===== config.mk =====
export PLATFORM = sky130hd
export DESIGN_NAME = arbitro_mem
export DESIGN_NICKNAME = d
export VERILOG_FILES = /design/src/rtl/arbitro_mem.sv
export SDC_FILE = /design/constraint.sdc
export NUM_CORES = 1
export LEC_CHECK = 0
export ABC_AREA = 1
export BUFFER_PORTS_ARGS = -buffer_cell sky130_fd_sc_hd__buf_2
export CAP_MARGIN = 10
export CORE_ASPECT_RATIO = 1.25
export CORE_MARGIN = 4
export CORE_UTILIZATION = 44
export CTS_BUF_LIST = sky130_fd_sc_hd__clkbuf_8
export DETAILED_ROUTE_END_ITERATION = 12
export GPL_TIMING_DRIVEN = 0
export PLACE_DENSITY = 0.86
export REMOVE_ABC_BUFFERS = 1
export SLEW_MARGIN = 10
export SYNTH_ARGS = -nofsm -noshare
export SYNTH_HDL_FRONTEND = slang
export SYNTH_SLANG_ARGS = --single-unit

===== constraint.sdc =====
create_clock -name clk -period 1.6 [get_ports clk]
set_clock_uncertainty 0.1 [all_clocks]
set_input_delay 0.32 -clock clk [delete_from_list [all_inputs] [get_ports clk]]
set_output_delay 0.32 -clock clk [all_outputs]
set_load 0.01 [all_outputs]

===== src/rtl/arbitro_mem.sv =====
// Two-port arbiter sharing one memory port between a CPU and a program loader.
// Round-robin between eligible requesters, with a mandatory idle cycle between grants.
module arbitro_mem #(
    parameter int ADDR_W = 7,
    parameter int DATA_W = 32,
    parameter int LAT    = 1
) (
    input  logic              clk,
    input  logic              rst_n,
    input  logic              cpu_req,
    input  logic              cpu_we,
    input  logic [ADDR_W-1:0] cpu_addr,
    input  logic [DATA_W-1:0] cpu_wdata,
    output logic              cpu_gnt,
    output logic              cpu_done,
    output logic [DATA_W-1:0] cpu_rdata,
    input  logic              ld_req,
    input  logic              ld_we,
    input  logic [ADDR_W-1:0] ld_addr,
    input  logic [DATA_W-1:0] ld_wdata,
    output logic              ld_gnt,
    output logic              ld_done,
    output logic [DATA_W-1:0] ld_rdata,
    input  logic              ld_lock,
    output logic [ADDR_W-1:0] mem_addr,
    output logic [DATA_W-1:0] mem_wdata,
    output logic              mem_write,
    input  logic [DATA_W-1:0] mem_rdata,
    output logic [15:0]       cpu_stall
);

    typedef enum logic [1:0] {OCIOSO, ACESSO, CONCLUI} state_t;

    localparam logic [2:0] LAT_M1 = 3'(LAT - 1);

    state_t     state, state_nx;
    logic       owner_ld;
    logic       rr_ld;
    logic       lat_we;
    logic [2:0] cnt;
    logic       cpu_elig, ld_elig, pick_ld, grant, cpu_wins;

    always_comb begin
        cpu_elig = cpu_req & ~ld_lock;
        ld_elig  = ld_req;
        pick_ld  = ld_elig & (~cpu_elig | rr_ld);
        grant    = (state == OCIOSO) & (cpu_elig | ld_elig);
        cpu_wins = grant & ~pick_ld;
    end

    always_comb begin
        state_nx = state;
        case (state)
            OCIOSO:  if (grant) state_nx = ACESSO;
            ACESSO:  if (lat_we || cnt == 3'd0) state_nx = CONCLUI;
            CONCLUI: state_nx = OCIOSO;
            default: state_nx = OCIOSO;
        endcase
    end

    always_comb begin
        cpu_gnt   = (state != OCIOSO) & ~owner_ld;
        ld_gnt    = (state != OCIOSO) &  owner_ld;
        cpu_done  = (state == CONCLUI) & ~owner_ld;
        ld_done   = (state == CONCLUI) &  owner_ld;
        mem_write = (state == ACESSO) & lat_we;
    end

    always_ff @(posedge clk or negedge rst_n) begin
        if (!rst_n) state <= OCIOSO;
        else        state <= state_nx;
    end

    // The latched address/data registers double as the memory port outputs,
    // so they naturally hold their last value outside ACESSO.
    always_ff @(posedge clk or negedge rst_n) begin
        if (!rst_n) begin
            owner_ld  <= 1'b0;
            rr_ld     <= 1'b0;
            lat_we    <= 1'b0;
            cnt       <= '0;
            mem_addr  <= '0;
            mem_wdata <= '0;
            cpu_rdata <= '0;
            ld_rdata  <= '0;
        end else if (grant) begin
            owner_ld  <= pick_ld;
            rr_ld     <= ~pick_ld;
            lat_we    <= pick_ld ? ld_we    : cpu_we;
            mem_addr  <= pick_ld ? ld_addr  : cpu_addr;
            mem_wdata <= pick_ld ? ld_wdata : cpu_wdata;
            cnt       <= LAT_M1;
        end else if (state == ACESSO && !lat_we) begin
            if (cnt == 3'd0) begin
                if (owner_ld) ld_rdata  <= mem_rdata;
                else          cpu_rdata <= mem_rdata;
            end else begin
                cnt <= cnt - 3'd1;
            end
        end
    end

    // The cycle in which the CPU wins arbitration is not a stalled cycle.
    always_ff @(posedge clk or negedge rst_n) begin
        if (!rst_n)
            cpu_stall <= '0;
        else if (cpu_req && !cpu_gnt && !cpu_wins && cpu_stall != 16'hFFFF)
            cpu_stall <= cpu_stall + 16'd1;
    end

endmodule


# Yosys cells after proc, flatten, opt, wreduce, memory -nomap -nowiden
# Index checks and enable logic that the tools add are counted.
# op_classes
n_reduce_logical	16
add_sub_neg	2
n_eq_ne	6
bitwise	16
n_mux	9
# ops
cell	n
$mux W32	1
$add A16 B1 Y16 const B	1
$ne A16 B16 Y1 const B	1
$and A1 B1 Y1	9
$mux W3	3
$reduce_and A4 Y1	2
$mux W7	1
$ne A2 B2 Y1 const B	3
$not A1 Y1	5
$logic_and A1 B1 Y1	4
$mux W2	2
$pmux W2 S2	1
$reduce_and A2 Y1	2
$reduce_bool A2 Y1	2
$logic_not A1 Y1	3
$logic_not A3 Y1	1
$sub A3 B1 Y3 const B	1
$eq A2 B1 Y1 const B	1
$eq A2 B2 Y1 const B	1
$logic_not A2 Y1	1
$or A1 B1 Y1	2
$logic_or A1 B1 Y1	1
$mux W1	1
# word_totals
wordCells	59
ff_bits	127
inputBits	117

# Depth between registers and ports, before layout
# Gate-level depths: netlist (run 1).
# depth
ltp_word	10
depth_mapped	10
depth_no_buf	9

# Worst setup path before layout (run 1)
# No wires, ideal clock.
# synth_timing
path_kind	reg2reg
startpoint	register cpu_stall[0]
endpoint	register cpu_stall[6]
path_slack_ns	-0.054
arrival_time_ns	1.438
stages_incl_launch_ff	11
path_cell_list	dfrtp_1 -> ha_1 -> nand3_1 -> inv_1 -> nand2_2 -> inv_1 -> nand2_1 -> nand3_2 -> buf_6 -> nand2_1 -> nand2_1
# synth_between
elab_chain_cells	2
elab_cells_between_ends	3
classes_between	1 x add/sub; 1 x eq/ne; 1 x reduce/logical
# synth_lines
item	line	text
from (decl)	29	output logic [15:0] cpu_stall
from (signal assigned)	108	cpu_stall <= cpu_stall + 16'd1;
branches (longest 2 deep; another with $add A16 B1 Y16)	n/a	
# Parallel ways; which one is timed is not known.
# A chain may end at the register's enable or synchronous reset.

# Worst setup path in the final report (run 1)
# layout_timing
startpoint	register state[0]
endpoint	register mem_addr[1]
# layout_between
elab_chain_cells	2
# layout_lines
item	line	text
from (decl)	36	state_t state, state_nx;
from (signal assigned)	71	else state <= state_nx;
$logic_not A2 Y1	47	grant = (state == OCIOSO) & (cpu_elig | ld_elig);
$and A1 B1 Y1	47	
to (signal assigned)	90	mem_addr <= pick_ld ? ld_addr : cpu_addr;
to (decl)	25	output logic [ADDR_W-1:0] mem_addr,
# Every way passes these cells.

==> results of run 1 <==
-- layer usage --
layer  routed length, µm  part of all wire
met1                8390              0.34
met2               12500              0.50
met3                2160             0.087
met4                1800             0.072
met5                  13           0.00052
-- layout make-up --
class                      count  area share
clock inverter                14      0.0126
tap                          164      0.0213
sequential                   127       0.330
multi-input combinational    445       0.307
inverter                      57      0.0234
clock buffer                  18      0.0257
antenna                        2    0.000519
timing repair inverter         7     0.00545
timing repair buffer         356       0.274
-- worst max path at each step --
stage                   from       endpoint  slack, ns  cells after the start
global placement     cpu_req    ld_rdata[6]      -2.09                      6
detailed placement   cpu_req  mem_wdata[31]      -0.72                      7
floorplan            cpu_req    ld_rdata[0]      -0.96                      6
CTS                 state[1]      mem_write      -0.13                      4
global route        state[0]    mem_addr[1]      -0.27                      9
finish              state[0]    mem_addr[1]      -0.21                      9
-- flip-flops by register name, summed over array words and instances (netlist names), 2 cells and up --
signal / cells
cpu_rdata: 32
ld_rdata: 32
mem_addr: 7
state: 2
cnt: 3
mem_wdata: 32
cpu_stall: 16
-- kinds of logic after synthesis --
| logic type | count (synthesis) | share of synthesized area |
|---|---|---|
| AO/OA/AOI/OAI | 75 | 0.0716 |
| buffers and inverters | 83 | 0.0627 |
| XOR/XNOR | 7 | 0.0112 |
| flip-flops | 127 | 0.581 |
| adder cells (fa/ha/maj) | 3 | 0.00686 |
| AND/OR/NAND/NOR | 349 | 0.267 |
-- critical path, stage by stage, from the launching register on --
cell and delay, ns:
dfrtp_2 0.44, nor2_4 0.08, buf_12 0.13, buf_6 0.11, o211ai_4 0.11, buf_12 0.18
clkinvlp_4 0.14, buf_12 0.18, nand2_4 0.05, nand3_2 0.14
-- cell usage in the layout, fill, tap and decap left out, drive strengths merged --
master | synthesis | final
buf | 14 | 296
nand2 | 269 | 269
dfrtp | 127 | 127
o21ai | 71 | 71
inv | 57 | 61
nand3 | 48 | 56
dlygate4sd3 | 0 | 54
clkbuf | 12 | 24
nor2 | 24 | 24
clkinvlp | 0 | 12
nand4 | 4 | 7
clkinv | 0 | 5
xnor2 | 4 | 4
xor2 | 3 | 3
ha | 3 | 3
diode | 0 | 2
nand3b | 2 | 2
o22ai | 2 | 2
nor3 | 2 | 2
o211ai | 2 | 2
-- timing repair --
item,4_1_cts,5_1_grt
endpoints found under the hold margin,88,3
pin swaps,22,39
gates cloned,19,7
setup buffers,40,13
gates resized for setup,132,169
hold buffers,51,3
endpoints found under the setup margin,125,127
-- report_power, final --
| group | leakage, nW | internal, mW | switching (mW) | total [mW] |
|---|---|---|---|---|
| Clock | 0.185 | 1.16 | 1.45 | 2.61 |
| Combinational | 3.49 | 3.99 | 5.20 | 9.19 |
| Sequential | 1.60 | 4.59 | 0.967 | 5.56 |
| Total | 5.27 | 9.74 | 7.62 | 17.4 |
-- through the flow --
step	cells	util	setup WS (ns)	hold WS (ns)	TNS (ns)
global route	1190	0.793	-0.274	0.00922	-16.46
detailed placement	1024	0.560	-0.718	0.202	-62.13
global placement	1022	0.555	-2.09	0.360	-308.37
finish	1190	0.793	-0.214	0.0132	-8.50
floorplan	618	-	-0.962	-0.0756	-36.23
CTS	1166	0.726	-0.132	0.00104	-2.89
==> results.md, run 1 <==
* Status: complete, but fails checks
* Vias in the first global route at 6284
* Netlist cell types at 28
* Reg-to-reg startpoint: state[0]
* Sink Count at 127
* Syn_area_per_cell at 8.49 µm²
* EDFF count, synth at 0
* DR vias/cell at 5.41
* Yosys warns at 0
* TritonCTS Buffers at 17
* Fraction of registers with async set/reset at 1.00
* Initial Utilization at 0.450
* Initial antenna violation count at 3
* Hold WC Path Type: in -> reg
* Max FO, Critical Path at 8
* Fmax at 551 MHz
* Largest net degree at the start of global routing at 75
* Max-slew headroom at 0.652
* Hold Startpoint: ld_addr[2]
* Tightest Pin Transition at 0.522 ns
* Synth top area cells: dfrtp_1 (58%), nand2_1 (18%), o21ai_1 (4.3%)
* Commonest cells post-synth: nand2_1 (267), dfrtp_1 (127), inv_1 (56), o21ai_1 (47), nand3_1 (46)
* Placer Congestion at 0.798
* Min Clock Period, post-route at 1.81 ns
* R2R depth at 9
* Setup WS post-layout at -0.214 ns
* Area growth syn-to-layout at 76.3%
* WP data required at 1.79 ns
* Worst-path clk slew at 0.10 ns
* DR DRC count at 0
* Max VDD drop at 1.11 mV
* Post-synthesis sequential area ratio at 0.581
* IO buf count at 240
* Initial DRC count at 474
* Final Hold Fails at 0
* Yosys reg bits at 127
* GRT Max-Usage Layer: met2
* Chip width at 108 µm
* Final WL at 24900 µm
* Die Area at 14300 µm²
* Die Ht at 133 µm
* Placed cell areas at 6810 µm²
* Hold Crit Depth at 3
* Tot GR Track Use at 0.294
* Final setup fails at 112
* Routed vias at 6437
* PD cells at 1800 nW/µm²
* Root buf cell: clkbuf_8
* I/O Pins at 241
* Grt ovf at 0
* Met3 Track Usage GR at 0.0898
* First drt pass iteration count at 7
* Post-synth top area cell: dfrtp_1
* Post-synth top area share at 0.581
* Mapped Cells at 644
* Share of cells above drive strength 1 at 0.521
* Failing checks: setup timing
* Max-cap viol count at 0
* RSZ-0062 raised after global routing: yes
* H-tree levels at 4
* Filler Cell Count at 773
* CP Class: reg -> reg
* HPWL Detailed at 10700 µm
* Nature of the critical path endpoint: flip-flop
* Global-route wire length before repair at 32400 µm
* Most frequent cell after synthesis: nand2_1
* Nets at 1131
* R2r setup slk at -0.21 ns
* Post-Syn Area at 5470 µm²
* Core Rows at 45
* GRT met2 Usage at 0.498
* Slew Viols, Final at 0
* Final ANT Viol Nets at 0
* Latest clock arrival within the worst-skew pair at 0.42 ns
* Arrival time at the worst endpoint at 2.00 ns
* WL/cell at 20.9 µm
* Area taken by flip-flops and latches at 3180 µm²
* Power, Total at 17.4 mW
* Design area at 9640 µm²
* Lkg Pwr at 5.27 nW
* CTS tree: yes
* Core ar. at 12200 µm²
* Bufs on Longest Clock Path at 2
* Hold Path End: mem_addr[2]
* Fin crit share at 1.13
* Post-synth top flop: dfrtp_1
* CP startpoint kind: flip-flop
* Multi-input logic area at 2960 µm²
* Reg2reg end: mem_addr[1]
* GR Util met1 at 0.320
Note: power is estimated with default switching activity, not from simulation.
==> run 2: changes to the inputs <==
--- a/config.mk
+++ b/config.mk
@@ -8,13 +8,16 @@
 export ABC_AREA = 1
 export BUFFER_PORTS_ARGS = -buffer_cell sky130_fd_sc_hd__buf_2
 export CAP_MARGIN = 10
+export CELL_PAD_IN_SITES_DETAIL_PLACEMENT = 0
+export CELL_PAD_IN_SITES_GLOBAL_PLACEMENT = 2
 export CORE_ASPECT_RATIO = 1.25
 export CORE_MARGIN = 4
-export CORE_UTILIZATION = 44
+export CORE_UTILIZATION = 24
 export CTS_BUF_LIST = sky130_fd_sc_hd__clkbuf_8
 export DETAILED_ROUTE_END_ITERATION = 12
 export GPL_TIMING_DRIVEN = 0
-export PLACE_DENSITY = 0.86
+export HOLD_SLACK_MARGIN = 0.12
+export PLACE_DENSITY = 0.85
 export REMOVE_ABC_BUFFERS = 1
 export SLEW_MARGIN = 10
 export SYNTH_ARGS = -nofsm -noshare
==> run 2 against run 1 <==
  * The run still ends with setup timing left
  * Clock power increased by 11%
  * Count of clock-buffer cells in the layout increased by 3
  * Combinational power about the same
  * Sequential power increased by 3%
  * Register-to-register slack improved by 0.06 ns
  * Via count decreased by 7.0%
  * Largest cell class unchanged
  * Highest routed layer is now met4
==> results.md, run 2 (synthesis gave the netlist of run 1 again) <==
* Status: complete, but fails checks
* Failing checks: setup timing
* Largest net degree at the start of global routing at 69
* Share of cells above drive strength 1 at 0.472
* H-tree levels at 4
* Latest clock arrival within the worst-skew pair at 0.44 ns
* Initial antenna violation count at 0
* RSZ-0062 raised after global routing: yes
* Post-route setup TNS at -4.30 ns
* Max-slew headroom at 0.594
* Tightest Pin Transition at 0.609 ns
* Slew Viols, Final at 0
* WP data required at 1.83 ns
* Setup WS post-layout at -0.158 ns
* Nets at 1178
* Core Rows at 61
* Max VDD drop at 0.879 mV
* Area growth syn-to-layout at 88.4%
* Final Hold Fails at 0
* Placer Congestion at 0.743
* Most frequent cells in the layout: buf_2 (235), nand2_1 (184), dfrtp_1 (123), dlygate4sd3_1 (114), inv_1 (52)
* TritonCTS Buffers at 17
* WL/cell at 17.3 µm
* Power, Total at 17.8 mW
* HPWL Detailed at 11800 µm
* Design area at 10300 µm²
* Final core occ at 0.461
* DR DRC count at 0
* Antenna cells at 0
* Reg-to-reg startpoint: state[0]
* Final WL at 23400 µm
* Initial Utilization at 0.245
* Tot GR Track Use at 0.172
* Chip width at 143 µm
* # placed instances at 1143
* Die Area at 25300 µm²
* Max-cap viol count at 0
* Nature of the critical path endpoint: flip-flop
* Biggest regs: cpu_rdata: 32 flops, ld_rdata: 32 flops, mem_wdata: 32 flops
* Placed cell areas at 6960 µm²
* Root buf cell: clkbuf_8
* Worst-path clk slew at 0.09 ns
* Min Clock Period, post-route at 1.76 ns
* CP startpoint kind: flip-flop
* Arrival time at the worst endpoint at 1.99 ns
* Max FO, Critical Path at 9
* Vias in the first global route at 6152
* Setup WS pre-CTS at -0.914 ns
* Hold Crit Depth at 4
* Fmax at 569 MHz
* Cell Count, Final, Fillers Out at 1354
* Reg2reg end: ld_rdata[23]
* R2r setup slk at -0.16 ns
* R2R depth at 7
* Hold Startpoint: cpu_req
* Hold Path End: owner_ld
* Global-route wire length before repair at 33700 µm
* WHS at 0.216 ns
* First drt pass iteration count at 7
* Grt ovf at 0
* Commonest non-fill, non-tap cell in the layout: buf_2
* Die Ht at 177 µm
* CTS tree: yes
* I/O Pins at 241
* Sink Count at 127
* DR vias/cell at 4.42
* Hold WC Path Type: in -> reg
* Routed vias at 5984
* CP Class: reg -> reg
* Fin crit share at 1.10
* Initial DRC count at 188
* PD cells at 1730 nW/µm²
* Lkg Pwr at 5.26 nW
* Final ANT Viol Nets at 0
* Bufs on Longest Clock Path at 2
* IO buf count at 240
* Final setup fails at 75
* Core ar. at 22400 µm²
run 2: cell count changes in the layout (fill, tap and decap cells not counted), sizes merged:
cell,previous run,this run
bufinv,0,3
clkbuf,24,26
buf,296,288
clkinvlp,12,4
diode,2,0
nand3,56,54
dlygate4sd3,54,114
run 2: worst max-delay path: stages, from the launching register on:
cell and delay (ns):
dfrtp_2 0.49, nor2_4 0.19, buf_6 0.16, o21ai_4 0.10, buf_12 0.19, nand4_4 0.14, clkbuf_16 0.20, o21ai_1 0.07
run 2: what timing repair did:
item	in CTS	in global routing
endpoints found under the hold margin	163	1
buffers inserted	36	10
pin swaps	15	26
endpoints found under the setup margin	125	130
hold buffers	113	1
gates resized for setup	78	195
gates cloned	12	8
run 2: how the worst max path moves through the flow:
stage / startpoint / endpoint / slack (ns)
after floorplan: cpu_req / ld_rdata[0] / -0.96
after global placement: cpu_req / ld_rdata[3] / -2.43
after detailed placement: cpu_req / ld_rdata[17] / -0.91
after CTS: owner_ld / ld_done / -0.19
after global routing: state[0] / ld_rdata[17] / -0.20
final: state[0] / ld_rdata[23] / -0.16
run 2: area by class of cell:
type                            count  area [µm²]
Fill cell                        2135       12100
Sequential cell                   127        3180
Timing Repair Buffer              407        3180
Multi-Input combinational cell    443        2840
Tap cell                          283         354
Clock buffer                       21         289
Inverter                           57         260
Clock inverter                     11         116
Timing Repair inverter              5        75.1
run 2: layer usage:
layer / track usage / routed length, µm / vias to the layer above
met5: 0 / 0 / -
met4: 0.0555 / 547 / 0
met3: 0.0403 / 1530 / 35
met2: 0.312 / 12400 / 210
met1: 0.198 / 8960 / 2858
li1: - / - / 2881
run 2: where the power goes:
group | internal, mW | leakage (nW) | switching [mW] | total [mW]
registers | 4.60 | 1.60 | 1.10 | 5.70
clock network | 1.54 | 0.208 | 1.36 | 2.90
logic | 4.36 | 3.46 | 4.83 | 9.20
==> run 3: changes to the inputs <==
--- a/config.mk
+++ b/config.mk
@@ -12,14 +12,14 @@
 export CELL_PAD_IN_SITES_GLOBAL_PLACEMENT = 2
 export CORE_ASPECT_RATIO = 1.25
 export CORE_MARGIN = 4
-export CORE_UTILIZATION = 24
+export CORE_UTILIZATION = 29
 export CTS_BUF_LIST = sky130_fd_sc_hd__clkbuf_8
 export DETAILED_ROUTE_END_ITERATION = 12
 export GPL_TIMING_DRIVEN = 0
 export HOLD_SLACK_MARGIN = 0.12
-export PLACE_DENSITY = 0.85
+export PLACE_DENSITY = 0.95
 export REMOVE_ABC_BUFFERS = 1
-export SLEW_MARGIN = 10
+export SLEW_MARGIN = 20
 export SYNTH_ARGS = -nofsm -noshare
 export SYNTH_HDL_FRONTEND = slang
 export SYNTH_SLANG_ARGS = --single-unit
==> constraint.sdc (replaced) <==
create_clock -name clk -period 2.15 [get_ports clk]
set_clock_uncertainty 0.1 [all_clocks]
set_input_delay 0.43 -clock clk [delete_from_list [all_inputs] [get_ports clk]]
set_output_delay 0.43 -clock clk [all_outputs]
set_load 0.01 [all_outputs]
==> run 3 against run 2 <==
  * The flow still finishes with violations (setup timing)
  * First-iteration DRC count is 19% higher
  * Cell count fell by 8.8%
  * Cell area down 18%
  * Clock power decreased by 34%
  * Combinational power decreased by 54%
  * Non-clock buffer count decreased by 53
  * Critical endpoint is now ld_done
  * Die area down 16%
==> results.md, run 3 (synthesis gave the netlist of run 1 again) <==
* Status: complete, but fails checks
* Failing checks: setup timing
* Routed vias at 5507
* Slew Viols, Final at 0
* I/O Pins at 241
* # placed instances at 1088
* Min Clock Period, post-route at 2.16 ns
* Max-cap viol count at 0
* First drt pass iteration count at 5
* Tot GR Track Use at 0.166
* Final ANT Viol Nets at 0
* Nets at 1114
* PD cells at 1200 nW/µm²
* Global-route wire length before repair at 27700 µm
* Area taken by flip-flops and latches at 3180 µm²
* Critical Path, Cell by Cell: inv_1 > nor3_1 > buf_2
* DR DRC count at 0
* CP max stage cell: dfrtp_2
* Most frequent cells in the layout: nand2_1 (267), buf_2 (239), dfrtp_1 (126), dlygate4sd3_1 (112), inv_1 (55)
* Fin crit share at 1.01
* Initial DRC count at 223
* CTS tree: yes
* Fmax at 462 MHz
* Worst path max stage delay at 0.52 ns
* Cell Count, Final, Fillers Out at 1235
* Bufs on Longest Clock Path at 2
* Die Ht at 162 µm
* Initial Utilization at 0.299
* H-tree levels at 4
* Arrival time at the worst endpoint at 1.63 ns
* Area growth syn-to-layout at 54.1%
* Chip width at 131 µm
* Latest clock arrival within the worst-skew pair at 0.43 ns
* Max VDD drop at 0.497 mV
* Vias in the first global route at 5560
* Setup WS post-layout at -0.0144 ns
* Largest net degree at the start of global routing at 72
* Final WL at 18700 µm
* Max-slew headroom at 0.487
* Die Area at 21100 µm²
* Sink Count at 127
* Multi-input logic area at 2010 µm²
* Biggest regs: cpu_rdata: 32 flops, ld_rdata: 32 flops, mem_wdata: 32 flops
* HPWL Detailed at 11200 µm
* Nature of the critical path endpoint: output pin
* Tightest Pin Transition at 0.766 ns
* IO buf count at 240
* Filler Cell Count at 1795
* RSZ-0062 raised after global routing: yes
* Power, Total at 10.1 mW
* DR vias/cell at 4.46
* Commonest non-fill, non-tap cell in the layout: nand2_1
* Core ar. at 18300 µm²
* CP Class: reg -> out
* TritonCTS Buffers at 17
* Postcts setup bufs at 0
* R2R depth at 5
* Setup WS pre-CTS at -0.551 ns
* WL/cell at 15.1 µm
* Max FO, Critical Path at 6
* Placer Congestion at 0.745
* Share of cells above drive strength 1 at 0.292
* CP startpoint kind: flip-flop
* Core Rows at 55
* Final setup fails at 1
* Hold WC Path Type: in -> reg
* Worst-path clk slew at 0.08 ns
* WP data required at 1.62 ns
* Grt ovf at 0
* Hold Crit Depth at 3
* Lkg Pwr at 4.51 nW
* Root buf cell: clkbuf_8
* Final Hold Fails at 0
* Initial antenna violation count at 0
* Antenna cells at 0
## run 3: cell types whose count changed in the layout (fill, tap and decap cells not counted), sizes merged
cell / delta
bufinv: -3
clkinv: -2
inv: +4
nand4: -1
clkinvlp: -1
clkbuf: -8
buf: -46
nand3: -5
dlygate4sd3: -2
## run 3: per-stage QoR
step                cell area (µm²)  setup TNS [ns]   util  hold WS, ns
finish                         8430         -0.0144  0.460        0.160
global route                   8430           -1.01  0.460        0.141
floorplan                      5340          -16.71      -       0.0344
CTS                            8370           -3.38  0.457        0.132
detailed placement             6900          -16.34  0.377        0.293
global placement               6830         -244.02  0.373        0.361
## run 3: final timing paths
check	endpoint	slack (ns)	startpoint
hold reg to reg	cpu_rdata[25]	0.38	cpu_rdata[25]
hold / removal	mem_wdata[21]	0.16	ld_wdata[21]
min in group asynchronous	cpu_rdata[30]	0.39	rst_n
max in group asynchronous	owner_ld	0.82	rst_n
setup / recovery	ld_done	-0.01	owner_ld
setup reg to reg	ld_rdata[24]	0.09	state[1]
## run 3: timing repair
item / in CTS / in global routing
cloned: 0 / 3
endpoints found under the setup margin: 32 / 59
pin swaps: 19 / 2
hold endpoints to repair: 146 / 0
hold buffers: 112 / 0
gates resized for setup: 0 / 4
## run 3: per-layer routing
layer	track usage	wire, µm	vias up
met4	0.0631	388	0
met3	0.0473	1340	21
met2	0.294	9360	208
met1	0.185	7580	2539
met5	0	0	-
li1	-	-	2739
## run 3: area by class of cell
class,instances,area share
repair buffers,354,0.283
inverters,57,0.0254
flip-flops and latches,127,0.377
clock inverters,14,0.0126
well taps,228,0.0338
clock buffers,18,0.0294
multi-input cells,437,0.238
## run 3: worst max-delay path, delay by kind of cell, from the launching register on
kind	cells	cell delay, ns
flip-flops	1	0.52
buffers and inverters	2	0.45
AND/OR/NAND/NOR	1	0.23
## run 3: where the power goes
group	switching (mW)	internal, mW
Clock	1.06	0.846
Sequential	0.595	3.41
Combinational	2.53	1.66
